## src/rtl/clk_and_exerciser.sv

```systemverilog
// clk_and_exerciser: LFSR-driven stimulus generator and response checker
// for a clocked WIDTH-bit AND core. Issues NUM_VECTORS operand pairs and
// compares each returned result LATENCY cycles later against a local a&b.
// The result is a pass flag, a saturating error count and the index of the
// first failing vector.
module clk_and_exerciser #(
  parameter int               WIDTH       = 8,
  parameter int               LATENCY     = 1,
  parameter int               NUM_VECTORS = 256,
  parameter logic [WIDTH-1:0] SEED_A      = 8'h01,
  parameter logic [WIDTH-1:0] SEED_B      = 8'hFF
) (
  input  logic             clk,
  input  logic             reset,
  input  logic             start,
  output logic [WIDTH-1:0] a_out,
  output logic [WIDTH-1:0] b_out,
  input  logic [WIDTH-1:0] y_in,
  output logic             busy,
  output logic             done,
  output logic             pass,
  output logic [7:0]       err_count,
  output logic [7:0]       first_err_idx
);

  localparam logic [1:0] ST_IDLE  = 2'd0;
  localparam logic [1:0] ST_RUN   = 2'd1;
  localparam logic [1:0] ST_DRAIN = 2'd2;
  localparam logic [1:0] ST_DONE  = 2'd3;

  localparam logic [WIDTH-1:0] LFSR_MASK  = WIDTH'(8'hB8);
  localparam logic [8:0]       LAST_VEC   = 9'(NUM_VECTORS - 1);
  localparam logic [8:0]       LAST_DRAIN = 9'(LATENCY - 1);

  // Galois right-shift LFSR step.
  function automatic logic [WIDTH-1:0] lfsr_next(input logic [WIDTH-1:0] s);
    return (s >> 1) ^ (s[0] ? LFSR_MASK : '0);
  endfunction

  logic [1:0]       state_q,  state_d;
  logic [WIDTH-1:0] lfsr_a_q, lfsr_a_d;
  logic [WIDTH-1:0] lfsr_b_q, lfsr_b_d;
  logic [8:0]       cnt_q,    cnt_d;     // vector index in RUN, cycle in DRAIN
  logic [7:0]       err_q,    err_d;
  logic [7:0]       first_q,  first_d;

  // Delay line aligning the expected value with the core's returned result.
  logic [LATENCY-1:0] dl_vld_q;
  logic [WIDTH-1:0]   dl_exp_q [LATENCY];
  logic [7:0]         dl_idx_q [LATENCY];
  logic               push_vld;

  logic             tail_vld;
  logic [WIDTH-1:0] tail_exp;
  logic [7:0]       tail_idx;

  assign tail_vld = dl_vld_q[LATENCY-1];
  assign tail_exp = dl_exp_q[LATENCY-1];
  assign tail_idx = dl_idx_q[LATENCY-1];

  // Next-state logic: run sequencing, LFSR stepping and result checking.
  always_comb begin
    // NOTE: every variable gets a default first so no path leaves one unassigned (no latches).
    state_d  = state_q;
    lfsr_a_d = lfsr_a_q;
    lfsr_b_d = lfsr_b_q;
    cnt_d    = cnt_q;
    err_d    = err_q;
    first_d  = first_q;
    push_vld = 1'b0;

    // Only vectors of the current run occupy the delay line, so a valid tail
    // is always a live check. err_q==0 marks the first mismatch of the run;
    // saturation keeps it from ever returning to zero mid-run.
    if (tail_vld && (y_in != tail_exp)) begin
      if (err_q != 8'hFF) err_d = err_q + 8'd1;
      if (err_q == 8'd0)  first_d = tail_idx;
    end

    case (state_q)
      ST_IDLE, ST_DONE: begin
        if (start) begin
          state_d  = ST_RUN;
          lfsr_a_d = SEED_A;
          lfsr_b_d = SEED_B;
          cnt_d    = '0;
          err_d    = '0;
          first_d  = '0;
        end
      end
      ST_RUN: begin
        push_vld = 1'b1;
        lfsr_a_d = lfsr_next(lfsr_a_q);
        lfsr_b_d = lfsr_next(lfsr_b_q);
        if (cnt_q == LAST_VEC) begin
          state_d = ST_DRAIN;
          cnt_d   = '0;
        end else begin
          cnt_d = cnt_q + 9'd1;
        end
      end
      default: begin  // ST_DRAIN
        if (cnt_q == LAST_DRAIN) begin
          state_d = ST_DONE;
          cnt_d   = '0;
        end else begin
          cnt_d = cnt_q + 9'd1;
        end
      end
    endcase
  end

  // Control and result registers with synchronous reset.
  always_ff @(posedge clk) begin
    // NOTE: sequential state uses non-blocking assignments so all registers update together.
    if (reset) begin
      state_q  <= ST_IDLE;
      lfsr_a_q <= SEED_A;
      lfsr_b_q <= SEED_B;
      cnt_q    <= '0;
      err_q    <= '0;
      first_q  <= '0;
    end else begin
      state_q  <= state_d;
      lfsr_a_q <= lfsr_a_d;
      lfsr_b_q <= lfsr_b_d;
      cnt_q    <= cnt_d;
      err_q    <= err_d;
      first_q  <= first_d;
    end
  end

  // Delay-line valid bits: cleared on reset, shifted every cycle.
  always_ff @(posedge clk) begin
    if (reset) begin
      dl_vld_q <= '0;
    end else begin
      for (int k = LATENCY - 1; k > 0; k--) dl_vld_q[k] <= dl_vld_q[k-1];
      dl_vld_q[0] <= push_vld;
    end
  end

  // Delay-line payload: shifted alongside the valid bits.
  always_ff @(posedge clk) begin
    // NOTE: payload storage has no reset; the valid bits alone qualify its contents.
    for (int k = LATENCY - 1; k > 0; k--) begin
      dl_exp_q[k] <= dl_exp_q[k-1];
      dl_idx_q[k] <= dl_idx_q[k-1];
    end
    dl_exp_q[0] <= lfsr_a_q & lfsr_b_q;
    dl_idx_q[0] <= cnt_q[7:0];
  end

  assign a_out         = (state_q == ST_RUN) ? lfsr_a_q : '0;
  assign b_out         = (state_q == ST_RUN) ? lfsr_b_q : '0;
  assign busy          = (state_q == ST_RUN) || (state_q == ST_DRAIN);
  assign done          = (state_q == ST_DONE);
  assign pass          = done && (err_q == 8'd0);
  assign err_count     = err_q;
  assign first_err_idx = first_q;

endmodule

```

## config.mk

```make
export PLATFORM = sky130hd
export DESIGN_NAME = clk_and_exerciser
export DESIGN_NICKNAME = d
export VERILOG_FILES = /design/src/rtl/clk_and_exerciser.sv
export SDC_FILE = /design/constraint.sdc
export NUM_CORES = 1
export LEC_CHECK = 0
export CAP_MARGIN = 20
export CORE_MARGIN = 2
export CORE_UTILIZATION = 35
export CTS_CLUSTER_SIZE = 24
export DETAILED_ROUTE_END_ITERATION = 6
export SYNTH_ARGS = -nofsm -noshare
export SYNTH_HDL_FRONTEND = slang
export SYNTH_SLANG_ARGS = --single-unit
```

## constraint.sdc

```tcl
create_clock -name clk -period 3.6 [get_ports clk]
set_clock_uncertainty 0.05 [all_clocks]
set_input_delay 0.36 -clock clk [delete_from_list [all_inputs] [get_ports clk]]
set_output_delay 0.36 -clock clk [all_outputs]
set_load 0.02 [all_outputs]
```

==> results.cfg <==
[power]
leakagePower_nw = 1.31
p_total_mw = 2.40
power_density_nw_per_um2 = 696
ir_worst_vdd_uv = 357

[clocking]
cts_hold_buffers = 0
cts.path.max_buffers = 2
cts-root-buf = clkbuf_8
cts_tree = built
clk_latency_ns = 0.33
clk_pin_slew_ns = 0.07
postCtsSetupRepairBufs = 0
cts_buffers = 9
cts_resized = 0
cts.sinks = 60
htreeDepth = 3

[sta]
max_freq_mhz = 378
setup_tns_ns = 0
finalWorstSetupSlack_ns = 0.953
final_hold_viol_count = 0
rsz0062_at_grt = no
setup_viol = 0
period_minus_slack_ns = 2.65
slew_headroom_pct = 59.7
timing.hold.ws_ns = 0.342
fin_crit_sh_pct = 73.5
slew_viol_final = 0
tightest_slew_ns = 0.605

[synthesis]
yosysWarnings = 0
syn_nets = 327
yosysUniqueCellTypes = 41
synth_common_cells = dfxtp_1, nand2_1, nor2_1
yosys_register_bits = 60
syn_inst = 307
synthTopCellsByArea = dfxtp_1, and2_1, xor2_1
synth_most_common_cell = dfxtp_1
synth_flop_cell = dfxtp_1
synth-edff-count = 0
synth_top_cell_by_area = dfxtp_1
async_flop_share_pct = 0
seq_area_frac_synth_pct = 44.5
syn_area_per_cell_um2 = 8.79
yosys.area.top_type_share_pct = 44.5
syn_area_um2 = 2700

[floorplanning]
start_util_pct = 35.5
fp.dieW_um = 91.8
placementRows = 32
die_y_um = 91.8
io_pins = 46
die_area_um2 = 8430
coreArea_um2 = 7610

[placed_design]
io_buffers = 45
dp_cells = 437
post_dp_cell_area_um2 = 3190
hpwlAfterDp_um = 3920
post-place-ws_ns = 1.30
gp_congestion = 0.758

[setup_path]
ff2ff_setup_slack_ns = 1.45
cp.required_ns = 3.19
ff2ff_path_depth = 6
cp-start-kind = flop
crit_fanout = 19
worst_path_max_delay_cell = clkdlybuf4s50_1
critPathCaptureType = primary output
crit_path_max_incr_delay_ns = 0.60
crit_path_cell_trace = inv_1, ha_1, buf_4, and2_1, clkdlybuf4s50_1
worstReg2RegStart = state_q[0]
crit_type = flop to primary output
cp.arrival_ns = 2.24
reg2reg_to = lfsr_b_q[6]

[outcome]
status = finished, final reports clean

[finish]
area.growth.synth_to_final_pct = 27.6
drive_above_1_share_pct = 8.55
fillers = 786
post-route-util_pct = 45.3
n_antenna_cell = 0
finalNonFillerCells = 453
design_area_um2 = 3440
layout.nets = 366

[routing]
drc = 0
route.antenna.remaining_nets = 0
drt_iter0_markers = 109
routed_wl_um = 5520
via_per_inst = 4.74
detail_route.first_pass.iterations = 4
wl_per_cell_um = 12.2
route.vias.total = 2149

[worst_hold_path]
hold-path-endpoint = dl_idx_q[0][1]
hold_path.class = flop to flop
min_from = cnt_q[1]
hold_depth = 0

[global_route]
grt_pass1_vias = 1988
grt-ovfl-total = 0
grt_pass1_wl_um = 9280
grt_usage_pct = 13.7
grt_max_degree = 24
antenna_found_initial = 0

[run]
drv_cap = 0
[worst max-delay path: cells and delay by family, from the launching register on]
| family | cells | cell delay (ns) |
|---|---|---|
| fa+ha+maj | 1 | 0.48 |
| buf+inv | 3 | 0.96 |
| flops | 1 | 0.33 |
| simple gates | 1 | 0.14 |
[logic make-up (layout without fill, tap and decap cells)]
logic type / Yosys count / in the layout / share of synthesized area (%)
AO/OA/AOI/OAI: 45 / 45 / 11.1
XOR/XNOR: 21 / 21 / 6.82
adder cells (fa/ha/maj): 9 / 9 / 4.17
buffers and inverters: 32 / 76 / 5.70
flip-flops: 60 / 60 / 44.5
multiplexers: 1 / 1 / 0.371
AND/OR/NAND/NOR: 139 / 139 / 27.3
[area by class of cell]
cell class	instances	area, um^2	share of cell area (%)
Inverter	11	41.3	1.20
Clock buffer	12	155	4.51
Timing Repair Buffer	49	480	14.0
Sequential cell	60	1200	34.9
Multi-Input combinational cell	215	1340	39.0
Tap cell	102	128	3.71
Clock inverter	4	95.1	2.76
[cells in the final DEF (no fill, tap or decap), types with 3 or more instances in the layout]
master,count
nand3_1,20
buf_4,4
nand4_1,6
nor3_1,3
o21bai_1,6
o21ai_0,11
nor2_1,26
nand2_1,29
nor3b_1,7
nand3b_1,3
inv_1,11
xnor2_1,6
nand2b_1,7
a21oi_1,13
ha_1,9
xor2_1,15
clkbuf_8,11
clkdlybuf4s50_1,45
bufinv_16,3
a41o_2,3
and2_1,25
and3_1,3
dfxtp_1,60
[layer usage]
layer  vias to the layer above  share of wire (%)  track usage, %
met2                        48                 43            20.2
met3                         6                5.3            4.11
li1                       1112                  -               -
met4                         0                1.6            4.85
met1                       983                 50            19.0
met5                         -                  0               0
[worst max path at each step]
stage          startpoint  endpoint  depth (start not counted)
6_report       state_q[1]  b_out[1]                          5
5_1_grt        state_q[1]  b_out[3]                          5
4_1_cts        state_q[1]  b_out[1]                          5
3_5_place_dp   state_q[1]  b_out[3]                          5
3_3_place_gp   state_q[1]  b_out[1]                          5
2_1_floorplan    cnt_q[0]  cnt_q[0]                         10
[flip-flops by register name, summed over array words and instances (netlist names)]
signal and count:
cnt_q 9, dl_exp_q 8, dl_idx_q 8, dl_vld_q 1, err_count 8, first_err_idx 8
lfsr_a_q 8, lfsr_b_q 8, state_q 2
[power by group]
part           switching [mW]  internal, mW  leakage [nW]  total (mW)
logic                   0.487         0.346         0.698       0.833
clock network           0.252         0.497         0.127       0.749
registers              0.0667         0.749         0.486       0.816
total                   0.805          1.59          1.31        2.40
Note: power is estimated with default switching activity, not from simulation.
